## src/rtl/sram_write_queue_if.sv

```systemverilog
// Request/write-port bundle for sram_write_queue.
// The slave side is the queue itself; the master side is the game/render
// logic that issues writes and observes the controller-facing outputs.
interface sram_write_queue_if #(
  parameter int DEPTH  = 16,
  parameter int ADDR_W = 20,
  parameter int DATA_W = 32
);
  localparam int LVL_W = $clog2(DEPTH) + 1;

  logic              in_valid;
  logic              in_ready;
  logic [ADDR_W-1:0] in_addr;
  logic [DATA_W-1:0] in_data;
  logic              wr_en;
  logic [ADDR_W-1:0] wr_addr;
  logic [DATA_W-1:0] wr_data;
  logic [LVL_W-1:0]  level;
  logic              idle;
  logic [15:0]       writes_done;

  modport slave (
    input  in_valid, in_addr, in_data,
    output in_ready, wr_en, wr_addr, wr_data, level, idle, writes_done
  );

  modport master (
    output in_valid, in_addr, in_data,
    input  in_ready, wr_en, wr_addr, wr_data, level, idle, writes_done
  );
endinterface

```

## src/rtl/sram_write_queue.sv

```systemverilog
// Write-side feeder for the time-multiplexed SRAM controller.
// Buffers incoming writes in a FIFO and replays them as an 8-cycle pattern:
// wr_en high for EN_CYCLES, then low for HOLD_CYCLES, with address and data
// frozen across the whole window so any 4-phase controller slot samples each
// write exactly once without needing phase alignment.
module sram_write_queue #(
  parameter int DEPTH       = 16,
  parameter int ADDR_W      = 20,
  parameter int DATA_W      = 32,
  parameter int EN_CYCLES   = 4,
  parameter int HOLD_CYCLES = 4
) (
  input  logic                 clk_100m,
  input  logic                 rst_n,
  sram_write_queue_if.slave    bus
);

  localparam int PTR_W   = $clog2(DEPTH);
  localparam int LVL_W   = PTR_W + 1;
  localparam int ENTRY_W = ADDR_W + DATA_W;

  localparam logic [LVL_W-1:0] FULL_LEVEL = LVL_W'(DEPTH);
  localparam logic [2:0]       EN_LAST    = 3'(EN_CYCLES - 1);
  localparam logic [2:0]       HOLD_LAST  = 3'(HOLD_CYCLES - 1);

  typedef enum logic [1:0] {
    IDLE,
    ASSERT,
    HOLD
  } state_t;

  logic [ENTRY_W-1:0] mem_q [DEPTH];
  logic [PTR_W-1:0]   wrPtr_q;
  logic [PTR_W-1:0]   rdPtr_q;
  logic [LVL_W-1:0]   level_q, level_d;
  state_t             state_q, state_d;
  logic [2:0]         cnt_q, cnt_d;
  logic               wrEn_q, wrEn_d;
  logic [ADDR_W-1:0]  wrAddr_q, wrAddr_d;
  logic [DATA_W-1:0]  wrData_q, wrData_d;
  logic [15:0]        writesDone_q, writesDone_d;
  logic               push;
  logic               pop;
  logic               notEmpty;
  logic [ENTRY_W-1:0] headEntry;

  assign notEmpty  = (level_q != '0);
  assign push      = bus.in_valid && (level_q != FULL_LEVEL);
  assign headEntry = mem_q[rdPtr_q];

  assign bus.in_ready    = (level_q != FULL_LEVEL);
  assign bus.wr_en       = wrEn_q;
  assign bus.wr_addr     = wrAddr_q;
  assign bus.wr_data     = wrData_q;
  assign bus.level       = level_q;
  assign bus.idle        = (state_q == IDLE) && !notEmpty;
  assign bus.writes_done = writesDone_q;

  // Storage array; contents need no reset because the pointers define validity.
  always_ff @(posedge clk_100m) begin
    if (push) begin
      mem_q[wrPtr_q] <= {bus.in_addr, bus.in_data};
    end
  end

  // Occupancy: a simultaneous push and pop cancel out.
  always_comb begin
    level_d = level_q;
    case ({push, pop})
      2'b10:   level_d = level_q + LVL_W'(1);
      2'b01:   level_d = level_q - LVL_W'(1);
      default: level_d = level_q;
    endcase
  end

  // Pointers and occupancy; reset discards everything queued.
  always_ff @(posedge clk_100m or negedge rst_n) begin
    if (!rst_n) begin
      wrPtr_q <= '0;
      rdPtr_q <= '0;
      level_q <= '0;
    end else begin
      if (push) wrPtr_q <= wrPtr_q + PTR_W'(1);
      if (pop)  rdPtr_q <= rdPtr_q + PTR_W'(1);
      level_q <= level_d;
    end
  end

  // Drain sequencer: launch a write, hold enable, then hold address/data.
  always_comb begin
    state_d      = state_q;
    cnt_d        = cnt_q;
    wrEn_d       = wrEn_q;
    wrAddr_d     = wrAddr_q;
    wrData_d     = wrData_q;
    writesDone_d = writesDone_q;
    pop          = 1'b0;
    case (state_q)
      IDLE: begin
        wrEn_d = 1'b0;
        if (notEmpty) begin
          pop      = 1'b1;
          wrAddr_d = headEntry[ENTRY_W-1:DATA_W];
          wrData_d = headEntry[DATA_W-1:0];
          wrEn_d   = 1'b1;
          cnt_d    = 3'd0;
          state_d  = ASSERT;
        end
      end
      ASSERT: begin
        if (cnt_q == EN_LAST) begin
          wrEn_d       = 1'b0;
          writesDone_d = writesDone_q + 16'd1;
          cnt_d        = 3'd0;
          state_d      = HOLD;
        end else begin
          cnt_d = cnt_q + 3'd1;
        end
      end
      HOLD: begin
        if (cnt_q == HOLD_LAST) begin
          cnt_d = 3'd0;
          if (notEmpty) begin
            pop      = 1'b1;
            wrAddr_d = headEntry[ENTRY_W-1:DATA_W];
            wrData_d = headEntry[DATA_W-1:0];
            wrEn_d   = 1'b1;
            state_d  = ASSERT;
          end else begin
            state_d = IDLE;
          end
        end else begin
          cnt_d = cnt_q + 3'd1;
        end
      end
      default: begin
        state_d = IDLE;
        wrEn_d  = 1'b0;
        cnt_d   = 3'd0;
      end
    endcase
  end

  // Sequencer registers; wr_en drops the moment reset asserts.
  always_ff @(posedge clk_100m or negedge rst_n) begin
    if (!rst_n) begin
      state_q      <= IDLE;
      cnt_q        <= 3'd0;
      wrEn_q       <= 1'b0;
      wrAddr_q     <= '0;
      wrData_q     <= '0;
      writesDone_q <= 16'd0;
    end else begin
      state_q      <= state_d;
      cnt_q        <= cnt_d;
      wrEn_q       <= wrEn_d;
      wrAddr_q     <= wrAddr_d;
      wrData_q     <= wrData_d;
      writesDone_q <= writesDone_d;
    end
  end

endmodule
```

## src/flat_wrapper.sv

```systemverilog
// flat-port wrapper written by rule: the top's interface ports become plain ports
module sram_write_queue_flat 
#(
  parameter int DEPTH       = 16,
  parameter int ADDR_W      = 20,
  parameter int DATA_W      = 32,
  parameter int EN_CYCLES   = 4,
  parameter int HOLD_CYCLES = 4
)
  (clk_100m, rst_n, bus_in_valid, bus_in_addr, bus_in_data, bus_in_ready, bus_wr_en, bus_wr_addr, bus_wr_data, bus_level, bus_idle, bus_writes_done);
  sram_write_queue_if #(.DEPTH(DEPTH), .ADDR_W(ADDR_W), .DATA_W(DATA_W)) bus_i ();
  input  logic clk_100m;
  input  logic rst_n;
  input wire logic [$bits(bus_i.in_valid)-1:0] bus_in_valid;
  input wire logic [$bits(bus_i.in_addr)-1:0] bus_in_addr;
  input wire logic [$bits(bus_i.in_data)-1:0] bus_in_data;
  output wire logic [$bits(bus_i.in_ready)-1:0] bus_in_ready;
  output wire logic [$bits(bus_i.wr_en)-1:0] bus_wr_en;
  output wire logic [$bits(bus_i.wr_addr)-1:0] bus_wr_addr;
  output wire logic [$bits(bus_i.wr_data)-1:0] bus_wr_data;
  output wire logic [$bits(bus_i.level)-1:0] bus_level;
  output wire logic [$bits(bus_i.idle)-1:0] bus_idle;
  output wire logic [$bits(bus_i.writes_done)-1:0] bus_writes_done;
  assign bus_i.in_valid = bus_in_valid;
  assign bus_i.in_addr = bus_in_addr;
  assign bus_i.in_data = bus_in_data;
  assign bus_in_ready = bus_i.in_ready;
  assign bus_wr_en = bus_i.wr_en;
  assign bus_wr_addr = bus_i.wr_addr;
  assign bus_wr_data = bus_i.wr_data;
  assign bus_level = bus_i.level;
  assign bus_idle = bus_i.idle;
  assign bus_writes_done = bus_i.writes_done;
  sram_write_queue #(.DEPTH(DEPTH), .ADDR_W(ADDR_W), .DATA_W(DATA_W), .EN_CYCLES(EN_CYCLES), .HOLD_CYCLES(HOLD_CYCLES)) u_core (.clk_100m(clk_100m), .rst_n(rst_n), .bus(bus_i));
endmodule
```

## config.mk

```make
export PLATFORM = sky130hd
export DESIGN_NAME = sram_write_queue_flat
export DESIGN_NICKNAME = d
export VERILOG_FILES = /design/src/rtl/sram_write_queue_if.sv /design/src/rtl/sram_write_queue.sv /design/src/flat_wrapper.sv
export SDC_FILE = /design/constraint.sdc
export NUM_CORES = 1
export LEC_CHECK = 0
export CORE_MARGIN = 4
export CORE_UTILIZATION = 47
export DETAILED_ROUTE_END_ITERATION = 10
export DONT_BUFFER_PORTS = 1
export PLACE_DENSITY = 0.71
export SYNTH_ARGS = -nofsm -noshare
export SYNTH_HDL_FRONTEND = slang
export SYNTH_SLANG_ARGS = --single-unit
```

## constraint.sdc

```tcl
create_clock -name clk_100m -period 5.2 [get_ports clk_100m]
set_clock_uncertainty 0.2 [all_clocks]
set_input_delay 0.78 -clock clk_100m [delete_from_list [all_inputs] [get_ports clk_100m]]
set_output_delay 0.78 -clock clk_100m [all_outputs]
set_load 0.02 [all_outputs]
```

# Yosys cells after proc, flatten, opt, wreduce, memory -nomap -nowiden
# Memories as Yosys holds them, arrays and structs flattened.
# Cells that the tools add are included.
dict set report totals {
  ff_bits 87
  ram_bits 832
  inputBits 55
  out_inout_bits 76
  word_cells 62
  n_memories 1
}
# name words width rd rd_ports_with_merged_regs wr line
set mem_list {}
lappend mem_list {u_core.mem_q 16 52 1 0 1 sram_write_queue.sv:32} ;# logic [ENTRY_W-1:0] mem_q [DEPTH];
dict set report op_classes {
  addsub 6
  n_eq_ne 10
  muxes 24
  n_reduce_logical 12
}
# operator n
set op_table {}
lappend op_table {{$mux 32} 2}
lappend op_table {{$pmux 32 s2} 1}
lappend op_table {{$mux 20} 2}
lappend op_table {{$pmux 20 s2} 1}
lappend op_table {{$add 16x1->16 const B} 1}
lappend op_table {{$pmux 5 s2} 1}
lappend op_table {{$add 4x1->4 const B} 2}
lappend op_table {{$mux 1} 8}
lappend op_table {{$ne 2x1->1 const B} 4}
lappend op_table {{$mux 2} 3}
lappend op_table {{$mux 3} 2}
lappend op_table {{$pmux 2 s3} 1}
lappend op_table {{$pmux 3 s2} 1}
lappend op_table {{$reduce_and 3->1} 2}
lappend op_table {{$add 5x1->5 const B} 1}
lappend op_table {{$ne 5x5->1 const B} 1}
lappend op_table {{$reduce_bool 5->1} 1}
lappend op_table {{$sub 5x1->5 const B} 1}
lappend op_table {{$eq 2x1->1 const B} 2}
lappend op_table {{$eq 2x2->1 const B} 2}
lappend op_table {{$reduce_and 2->1} 2}
lappend op_table {{$reduce_bool 2->1} 2}
lappend op_table {{$add 3x1->3 const B} 1}
lappend op_table {{$eq 3x2->1 const B} 1}
lappend op_table {{other kinds (6)} 7}

# Logic depth before layout (Yosys ltp)
dict set report logic_depth {
  word_depth 6
  mapped_depth 12
}

# Least setup slack after synthesis
# Ideal clock, no wire load.
dict set report synth_path {
  kind {register -> register}
  startpoint {register u_core.level_q[2] (netlist: u_core.bus.level[2])}
  endpoint {memory u_core.mem_q[3][0] (netlist bit) (enable)}
  setup_time_ns 0.526
  t_arrival_ns 5.064
  slack_ns -0.590
  stages_incl_launch_ff 6
  synth_period_minus_slack_ns 5.790
  cell_sequence {dfrtp_1 clkbuf_1 nor4_2 a21boi_1 nand2_1 nor3_1}
}
dict set report synth_between {
  elab_chain_len 4
}
# element line
set synth_lines {}
lappend synth_lines {{from (decl)} sram_write_queue.sv:35} ;# logic [LVL_W-1:0] level_q, level_d;
lappend synth_lines {{from (signal assigned)} sram_write_queue.sv:85} ;# level_q <= level_d;
lappend synth_lines {{$ne 5x5->1} sram_write_queue.sv:48} ;# assign push = bus.in_valid && (level_q != FULL_LEVEL);
lappend synth_lines {{$logic_and 1x1->1} sram_write_queue.sv:48}
lappend synth_lines {{$mux 1} sram_write_queue.sv:61} ;# if (push) begin
lappend synth_lines {{$mux 1 (implied by the code)} sram_write_queue.sv:62} ;# mem_q[wrPtr_q] <= {bus.in_addr, bus.in_data};
lappend synth_lines {{to (decl)} sram_write_queue.sv:32}
# No other way between the ends.

# Worst setup path after layout
dict set report layout_path {
  startpoint {register u_core.level_q[1] (netlist: u_core.bus.level[1])}
  endpoint {memory u_core.mem_q[15][2] (netlist bit) (enable)}
}
# The elaborated chain is that of the path after synthesis.

==> flow_metrics.env <==
export IMPL_critPathTopFamily="simple AND/OR/NAND/NOR gates"
export IMPL_die_area_um2=78510
export IMPL_drive_gt1_frac=0.2572
export IMPL_globalplace_congestion=0.7762
export IMPL_synth_edff_count=832
export IMPL_met1_usage=0.2658
export IMPL_cts_sinks=919
export IMPL_use_met3=0.04968
export IMPL_dr_pass1_iters=5
export IMPL_final_common_cell="edfxtp_1"
export IMPL_grt_max_degree=105
export IMPL_design_area_um2=39980
export IMPL_synth_cells=1580
export IMPL_setup_viol=0
export IMPL_port_buffers=0
export IMPL_antenna_found_initial=3
export IMPL_syn_num_nets=1650
export IMPL_path_class="reg2reg"
export IMPL_crit_cells=6
export IMPL_fmax_ghz=0.2574
export IMPL_synth_xor_area_frac=0.006539
export IMPL_p_leak_nw=12.73
export IMPL_start_kind="flop"
export IMPL_synthMuxAreaShare=0.1530
export IMPL_mostFrequentLayoutCells="edfxtp_1, mux4_2, o22ai_1"
export IMPL_drc=0
export IMPL_hold_depth=0
export IMPL_core_um2=73210
export IMPL_synth_area_top_cells="edfxtp_1, mux4_2, dfrtp_1, o22ai_1, mux2_2"
export IMPL_yosys_area_share_simple=0.01107
export IMPL_drt_total_wl_um=76200
export IMPL_critPathBufInv=2
export IMPL_dr_total_vias=16410
export IMPL_post_route_period_util=0.7471
export IMPL_global_route_usage_met2=0.3207
export IMPL_io_pins=131
export IMPL_crit_chain="nor4_2 > buf_4 > a21boi_1 > nand2_1 > nor2_4 > buf_12"
export IMPL_antenna_cells=0
export IMPL_syn_area_per_cell_um2=22.04
export IMPL_max_vdd_ir_drop_uv=387.5
export IMPL_cp_slowest_cell="nor2_4"
export IMPL_nNetsFinal=1765
export IMPL_synth_flop_cell="edfxtp_1"
export IMPL_status="finished, final reports clean"
export IMPL_htree_num_levels=3
export IMPL_hpwl_um=40960
export IMPL_cts_clk_slew_worst_paths_ns=0.06
export IMPL_synth_fa_ha_area_frac=0.005390
export IMPL_gr_usage_all_layers=0.1955
export IMPL_whs_ns=0.03210
export IMPL_antenna_left=0
export IMPL_endpoint_kind="flop"
export IMPL_slew_violations=0
export IMPL_clock_root_buffer="clkbuf_16"
export IMPL_synth_area_um2=34820
export IMPL_clock_path_buffers=3
export IMPL_async_flop_share=0.09467
export IMPL_power_density_nw_per_um2=556.3
export IMPL_synth_top_family_by_area="multiplexers"
export IMPL_ctsResizeCount=0
export IMPL_cp_arrival_ns=4.01
export IMPL_reg2reg_depth=6
export IMPL_fin_util=0.5461
export IMPL_drv_cap=0
export IMPL_syn_to_final_growth_pct=14.80
export IMPL_worst_slew_pin_slew_ns=1.242
export IMPL_grt_overflow_total=0
export IMPL_fp_dieH_um=280.2
export IMPL_wl_per_cell_um=27.89
export IMPL_vias_per_cell=6.008
export IMPL_busiest_layer="met2"
export IMPL_clkLatencyLatePin_ns=0.67
export IMPL_postPlaceCellArea_um2=36240
export IMPL_first_global_vias=16860
export IMPL_rows=99
export IMPL_stdcell_count=2732
export IMPL_seq_area_frac_synth=0.7800
export IMPL_slew_headroom=0.1718
export IMPL_cp_max_fo=28
export IMPL_setup_tns_ns=0
export IMPL_rsz0062_at_grt="no"
export IMPL_finalCriticalPeriod_ns=3.885
export IMPL_ys_ff_latch=919
export IMPL_synth_top_cell_area_share=0.7175
export IMPL_cp_required_ns=5.33
export IMPL_initial_core_util=0.4757
export IMPL_yosysTopAreaCell="edfxtp_1"
export IMPL_numCtsBuffers=92
export IMPL_grt_pass1_wl_um=113300
export IMPL_critPathMaxStageDelay_ns=0.96
export IMPL_synth_compound_area_share=0.03115
export IMPL_drt_first_iter_violations=1578
export IMPL_ys_types=39
export IMPL_place_inst=2488
export IMPL_ys_warn_count=0
export IMPL_cts_tree="yes"
export IMPL_hold_path_class="in2reg"
export IMPL_fp_dieW_um=280.2
export IMPL_hold_violations=0
## where the power goes
| part | switching [W] | leakage (nW) | internal, W |
|---|---|---|---|
| registers | 0.000957 | 8.53 | 0.00904 |
| clock network | 0.00278 | 1.44 | 0.00372 |
| logic | 0.00305 | 2.76 | 0.00270 |
| total | 0.00679 | 12.7 | 0.0155 |
## routing by layer
| metal | vias to the layer above | share of wire |
|---|---|---|
| li1 | 6883 | - |
| met1 | 8761 | 0.40 |
| met2 | 650 | 0.50 |
| met3 | 117 | 0.076 |
| met4 | 2 | 0.023 |
| met5 | - | 0.000092 |
## Yosys cell counts (all sizes together), types with 2 or more instances
cell	count
or2	3
nand4	6
mux4	208
nand3	7
a22oi	2
nor4	3
a21boi	2
nor2b	2
dfrtp	87
a21oi	56
a2bb2oi	2
nand2	14
o22ai	106
edfxtp	832
inv	13
nand2b	7
a32oi	2
xnor2	17
o21ai	4
a21o	3
clkbuf	46
ha	15
nor3	6
nor2	23
mux2	57
xor2	9
buf	40
## timing repair
item | 4_1_cts | 5_1_grt
endpoints found under the setup margin | 0 | 0
endpoints found under the hold margin | 556 | 30
hold buffers | 64 | 8
buffers inserted | 0 | 0
## registers in the layout, summed over array words and instances, names as in the netlist
| signal | flops |
|---|---|
| u_core.wrPtr_q | 4 |
| u_core.bus.level | 5 |
| u_core.bus.wr_en | 1 |
| u_core.bus.writes_done | 16 |
| u_core.rdPtr_q | 4 |
| u_core.mem_q | 832 |
| u_core.bus.wr_addr | 20 |
| u_core.cnt_q | 3 |
| u_core.bus.wr_data | 32 |
| u_core.state_q | 2 |
## metrics by stage
step | power (W) | setup slack, ns
floorplan | 0.01414 | 0.8030
global placement | 0.01572 | 1.438
detailed placement | 0.01586 | 1.338
CTS | 0.02249 | 1.307
global route | 0.02327 | 1.093
finish | 0.02224 | 1.315
## path summary, 6_finish.rpt
path	start	to	slack, ns
worst max-delay path	u_core.bus.level[1]	u_core.mem_q[15][2]	1.32
worst min-delay path	bus_in_data[21]	u_core.mem_q[10][21]	0.03
worst max register to register	u_core.bus.level[1]	u_core.mem_q[15][2]	1.32
worst min register to register	u_core.cnt_q[0]	u_core.cnt_q[0]	0.31
max in group asynchronous	rst_n	u_core.bus.wr_data[10]	3.78
min in group asynchronous	rst_n	u_core.bus.writes_done[11]	0.50
## area by class of cell
class	instances	area [um^2]
fillers	5285	33230
well taps	959	1200
inverters	13	48.80
repair buffers	107	1176
multi-input cells	562	7378
flip-flops and latches	919	27170
clock buffers	117	2447
clock inverters	55	554.3
## cells by family (layout without fill, tap and decap cells)
logic type | Yosys count | in the layout
xor+xnor | 26 | 26
compound gates | 180 | 180
buf+inv | 99 | 292
simple gates | 76 | 76
flops | 919 | 919
mux | 265 | 265
fa+ha+maj | 15 | 15
Note: power is estimated with default switching activity, not from simulation.
